==> config.mk <==
export PLATFORM = sky130hd
export DESIGN_NAME = axis_egress_drop_filter
export DESIGN_NICKNAME = d
export VERILOG_FILES = /design/src/rtl/axis_egress_drop_filter.sv
export SDC_FILE = /design/constraint.sdc
export NUM_CORES = 2
export LEC_CHECK = 0
export CAP_MARGIN = 20
export CORE_AREA = 2 2 350 352
export DETAILED_ROUTE_END_ITERATION = 12
export DIE_AREA = 0 0 352 354
export HOLD_SLACK_MARGIN = 0.05
export PLACE_DENSITY = 0.65
export SETUP_SLACK_MARGIN = 0.2
export SLEW_MARGIN = 20
export SYNTH_ARGS = -nofsm -noshare
export SYNTH_HDL_FRONTEND = slang
export SYNTH_SLANG_ARGS = --single-unit
==> constraint.sdc <==
create_clock -name axis_aclk -period 34.8 [get_ports axis_aclk]
set_input_delay 10.44 -clock axis_aclk [delete_from_list [all_inputs] [get_ports axis_aclk]]
set_output_delay 10.44 -clock axis_aclk [all_outputs]
set_load 0.005 [all_outputs]
==> src/rtl/axis_egress_drop_filter.sv <==
// Filters P4 pipeline egress: packets whose first-beat dst-port byte is zero are discarded, the rest are forwarded.
// Beats reach m_axis one cycle after accept; a 2-entry skid buffer stalls s_axis when full, except while discarding.
module axis_egress_drop_filter #(
   parameter int C_AXIS_DATA_WIDTH  = 256,
   parameter int C_AXIS_TUSER_WIDTH = 128,
   parameter int C_CNT_WIDTH        = 32
) (
   input  logic                            axis_aclk,
   input  logic                            axis_arst,
   input  logic [C_AXIS_DATA_WIDTH-1:0]    s_axis_tdata,
   input  logic [C_AXIS_DATA_WIDTH/8-1:0]  s_axis_tkeep,
   input  logic [C_AXIS_TUSER_WIDTH-1:0]   s_axis_tuser,
   input  logic                            s_axis_tvalid,
   output logic                            s_axis_tready,
   input  logic                            s_axis_tlast,
   output logic [C_AXIS_DATA_WIDTH-1:0]    m_axis_tdata,
   output logic [C_AXIS_DATA_WIDTH/8-1:0]  m_axis_tkeep,
   output logic [C_AXIS_TUSER_WIDTH-1:0]   m_axis_tuser,
   output logic                            m_axis_tvalid,
   input  logic                            m_axis_tready,
   output logic                            m_axis_tlast,
   input  logic                            clear_counts,
   output logic [C_CNT_WIDTH-1:0]          pkt_pass_count,
   output logic [C_CNT_WIDTH-1:0]          pkt_drop_count
);
   localparam int KEEP_W = C_AXIS_DATA_WIDTH / 8;
   localparam logic [C_CNT_WIDTH-1:0] CNT_MAX = '1;
   localparam logic [C_CNT_WIDTH-1:0] CNT_ONE = {{(C_CNT_WIDTH-1){1'b0}}, 1'b1};

   typedef enum logic [1:0] {SOP, PASS, DROP} state_t;
   state_t state, state_nxt;

   logic [C_AXIS_DATA_WIDTH-1:0]  buf_data [2];
   logic [KEEP_W-1:0]             buf_keep [2];
   logic [C_AXIS_TUSER_WIDTH-1:0] buf_user [2];
   logic [1:0]                    buf_last;
   logic                          rd_ptr;
   logic                          wr_ptr;
   logic [1:0]                    occ;

   logic full, empty, accept, pop, dst_nonzero;
   logic wr_en, inc_pass, inc_drop;
   logic [C_AXIS_TUSER_WIDTH-1:0] wr_user;

   assign full          = (occ == 2'd2);
   assign empty         = (occ == 2'd0);
   // A packet being discarded never touches the buffer, so it may drain even while the buffer is full.
   assign s_axis_tready = ~axis_arst & ((state == DROP) | ~full);
   assign accept        = s_axis_tvalid & s_axis_tready;
   assign pop           = ~empty & m_axis_tready;
   assign dst_nonzero   = (s_axis_tuser[31:24] != 8'd0);

   always_comb begin
      state_nxt = state;
      wr_en     = 1'b0;
      wr_user   = '0;
      inc_pass  = 1'b0;
      inc_drop  = 1'b0;
      if (accept) begin
         case (state)
            SOP: begin
               if (dst_nonzero) begin
                  wr_en   = 1'b1;
                  wr_user = s_axis_tuser;
                  if (s_axis_tlast) inc_pass  = 1'b1;
                  else              state_nxt = PASS;
               end else begin
                  if (s_axis_tlast) inc_drop  = 1'b1;
                  else              state_nxt = DROP;
               end
            end
            PASS: begin
               wr_en = 1'b1;
               if (s_axis_tlast) begin
                  inc_pass  = 1'b1;
                  state_nxt = SOP;
               end
            end
            DROP: begin
               if (s_axis_tlast) begin
                  inc_drop  = 1'b1;
                  state_nxt = SOP;
               end
            end
            default: state_nxt = SOP;
         endcase
      end
   end

   always_ff @(posedge axis_aclk or posedge axis_arst) begin
      if (axis_arst) state <= SOP;
      else           state <= state_nxt;
   end

   always_ff @(posedge axis_aclk or posedge axis_arst) begin
      if (axis_arst) begin
         for (int i = 0; i < 2; i++) begin
            buf_data[i] <= '0;
            buf_keep[i] <= '0;
            buf_user[i] <= '0;
         end
         buf_last <= '0;
         rd_ptr   <= 1'b0;
         wr_ptr   <= 1'b0;
         occ      <= 2'd0;
      end else begin
         if (wr_en) begin
            buf_data[wr_ptr] <= s_axis_tdata;
            buf_keep[wr_ptr] <= s_axis_tkeep;
            buf_user[wr_ptr] <= wr_user;
            buf_last[wr_ptr] <= s_axis_tlast;
            wr_ptr           <= ~wr_ptr;
         end
         if (pop) rd_ptr <= ~rd_ptr;
         occ <= occ + {1'b0, wr_en} - {1'b0, pop};
      end
   end

   assign m_axis_tdata  = buf_data[rd_ptr];
   assign m_axis_tkeep  = buf_keep[rd_ptr];
   assign m_axis_tuser  = buf_user[rd_ptr];
   assign m_axis_tlast  = buf_last[rd_ptr];
   assign m_axis_tvalid = ~empty;

   always_ff @(posedge axis_aclk or posedge axis_arst) begin
      if (axis_arst) begin
         pkt_pass_count <= '0;
         pkt_drop_count <= '0;
      end else if (clear_counts) begin
         pkt_pass_count <= '0;
         pkt_drop_count <= '0;
      end else begin
         if (inc_pass && pkt_pass_count != CNT_MAX) pkt_pass_count <= pkt_pass_count + CNT_ONE;
         if (inc_drop && pkt_drop_count != CNT_MAX) pkt_drop_count <= pkt_drop_count + CNT_ONE;
      end
   end
endmodule

==> out/qor.csv <==
metric;value;unit
GP Congestion;0.850;
startpoint types;input port;
area delta synth->final;34.3;%
Worst Path Arrival;11710;ps
H-tree Lvls;3;
slew margin rel.;0.257;
antenna viol nets, final;0;
filler instances;11200;
Hold Fails Final Rpt;0;
Leak;0.0225;uW
critical path type;input port to output pin;
flops & latches, synth;904;
DRT iter0 DRCs;1530;
layout cells sized above 1;0.303;
ys flop type;dfrtp_1;
Port-buffer cells;904;
first-pass GRT wire length;177000;um
I/O Pins;905;
reg2reg start;state[0];
Finished Core Util;0.446;
Gate Count Post-Synth;3117;
post-CTS setup buffers;0;
Yosys cell types;64;
post-cts sizing count;0;
Final Critical Period;22150;ps
Syn Nets;3546;
Seq/Total Area, Yosys;0.563;
Die Wd;352;um
min-delay src;buf_user[216];
Worst-Skew Late Latency;680;ps
internal reg-to-reg setup slack;29160;ps
worst slew pin tran;1110;ps
Clock Sinks;904;
HPWL Detailed;80400;um
maximum vdd drop;0.0645;mV
num rows;128;
Avg WL per Cell;20.4;um
hold buffers post-CTS;0;
fin nets;4388;
Vias per Instance;4.83;
grt ovf;0;
initial antenna violation count;21;
final WL;116000;um
Clock transition at path regs;60;ps
DRT Pass-1 Iters;5;
r2r endpoint;buf_data[160];
CTS tree;done;
die area;125000;um2
Worst Setup SP;axis_arst;
Starting Density;0.332;
Final setup viols;0;
number of synthesized flops with an enable pin;0;
Hold/Removal Path Class;flip-flop to flip-flop;
status;complete, no violations;
Post-synth ARST share;1.00;
fmax;0.0451;GHz
crit-path max FO;4;
RSZ-0062 raised after global routing;no;
DR DRC count;0;
syn_area_per_cell;12.9;um2
max cap viols;0;
Tcrit/Tclk final;0.637;
Core Area;121000;um2
YS warnings;0;
Setup crit end;s_axis_tready;
vias in the first global route;28800;
Die Y;354;um
CP required;24360;ps
CP endpoint kind;output pin;
Reg2Reg Depth;11;
Slew Viols, Final;0;
clock buffer depth;3;
largest net degree at the start of global routing;177;
Clock Skew;41.0;ps
clk root buf;clkbuf_16;
TritonCTS buffer count;101;
mapped cell area;40200;um2
Cell Pwr Density;88.4;nW/um2
GRT Util Overall;0.182;
via count;27400;
total negative slack;0;ps
## stage by stage
stage	power (uW)	hold WS [ps]	instances	setup slack, ps	instance area (um2)
3_3_place_gp	3690	455	5479	12650	50500
4_1_cts	4840	478	5663	12660	53900
5_1_grt	5050	493	5674	12620	54000
3_5_place_dp	3730	465	5479	12660	50500
6_report	4770	470	5679	12650	54000
2_1_floorplan	2730	444	3117	8910	40200
## layout by cell type, fill, tap and decap left out, drive strengths merged, types with 2 or more instances in the layout
cell / count
nand2b: 3
nor4: 10
mux2i: 2
clkbuf: 148
a22o: 3
clkdlybuf4s50: 903
inv: 16
mux2: 1005
nand3b: 2
clkinvlp: 3
o21ai: 275
nor3: 11
nor2: 23
nand3: 29
and3: 9
nand4: 21
nor2b: 13
or4: 34
o2111ai: 3
ha: 7
and2: 6
nand2: 409
clkinv: 24
or3: 13
buf: 40
a21oi: 46
o31ai: 34
dfrtp: 904
nor4b: 5
bufinv: 5
nor3b: 3
or2: 4
o211ai: 3
and4: 8
diode: 14
xnor2: 2
## how the worst min path moves through the flow
stage / to / slack [ps] / cells after the start
2_1_floorplan: buf_user[0] / 440 / 2
3_3_place_gp: buf_user[39] / 460 / 2
3_5_place_dp: buf_user[65] / 470 / 2
4_1_cts: buf_user[55] / 480 / 2
5_1_grt: buf_user[3] / 490 / 2
6_report: buf_user[216] / 470 / 2
## critical path, cell delays in order
cell             delay (ps)
clkdlybuf4s50_1         580
nor2_1                  170
clkdlybuf4s50_1         520
## state kept, by name (all words and copies together), names as in the netlist
signal	flops
occ	2
state	2
buf_data	512
pkt_drop_count	32
buf_last	2
pkt_pass_count	32
buf_user	256
buf_keep	64
wr_ptr	1
rd_ptr	1
## kinds of logic after synthesis
| group | after synthesis | synth area share |
|---|---|---|
| AOI/OAI and AO/OA | 374 | 0.0518 |
| muxes | 1007 | 0.282 |
| adders and majority gates | 7 | 0.00218 |
| and+or+nand+nor | 606 | 0.0718 |
| DFF | 904 | 0.563 |
| xor gates and xnor gates | 3 | 0.000654 |
| buffers and inverters | 216 | 0.0287 |
## layer usage
| layer | GRT usage | vias up | routed length (um) |
|---|---|---|---|
| met4 | 0.0768 | 20 | 4510 |
| li1 | - | 12800 | - |
| met3 | 0.0553 | 215 | 7950 |
| met1 | 0.218 | 13700 | 47000 |
| met5 | 0 | - | 135 |
| met2 | 0.302 | 709 | 56500 |
## where the power goes
group / leakage, uW / switching (uW) / internal [uW]
combinational: 0.00949 / 768 / 1220
clock: 0.00168 / 448 / 634
sequential: 0.0113 / 213 / 1490
## synthesized netlist by cell type (10+ instances only)
cell type	number	area (um2)
buf_4	46	345
dfrtp_1	904	22600
or3_1	12	75.1
or4_1	34	255
nand2_1	409	1540
a21oi_2	10	87.6
clkbuf_1	89	334
mux2_1	24	270
nor2b_1	13	81.3
inv_1	12	45.0
o31ai_1	34	255
o21ai_1	46	230
buf_2	51	255
nand4_1	19	119
buf_6	12	135
a21oi_1	36	180
nand3_1	26	130
mux2_2	981	11000
o21ai_0	228	1140
nor2_1	23	86.3
## final cells by class
type                       count  area, um2  area share
inverter                      12       48.8    0.000904
antenna                       14       35.0    0.000649
clock inverter                36        402     0.00744
tap                         1625       2030      0.0377
timing repair buffer         943       9390       0.174
sequential                   904      22600       0.419
multi-input combinational   1997      16400       0.305
clock buffer                 148       2990      0.0553
No activity file was read; power rests on OpenSTA's default activity.
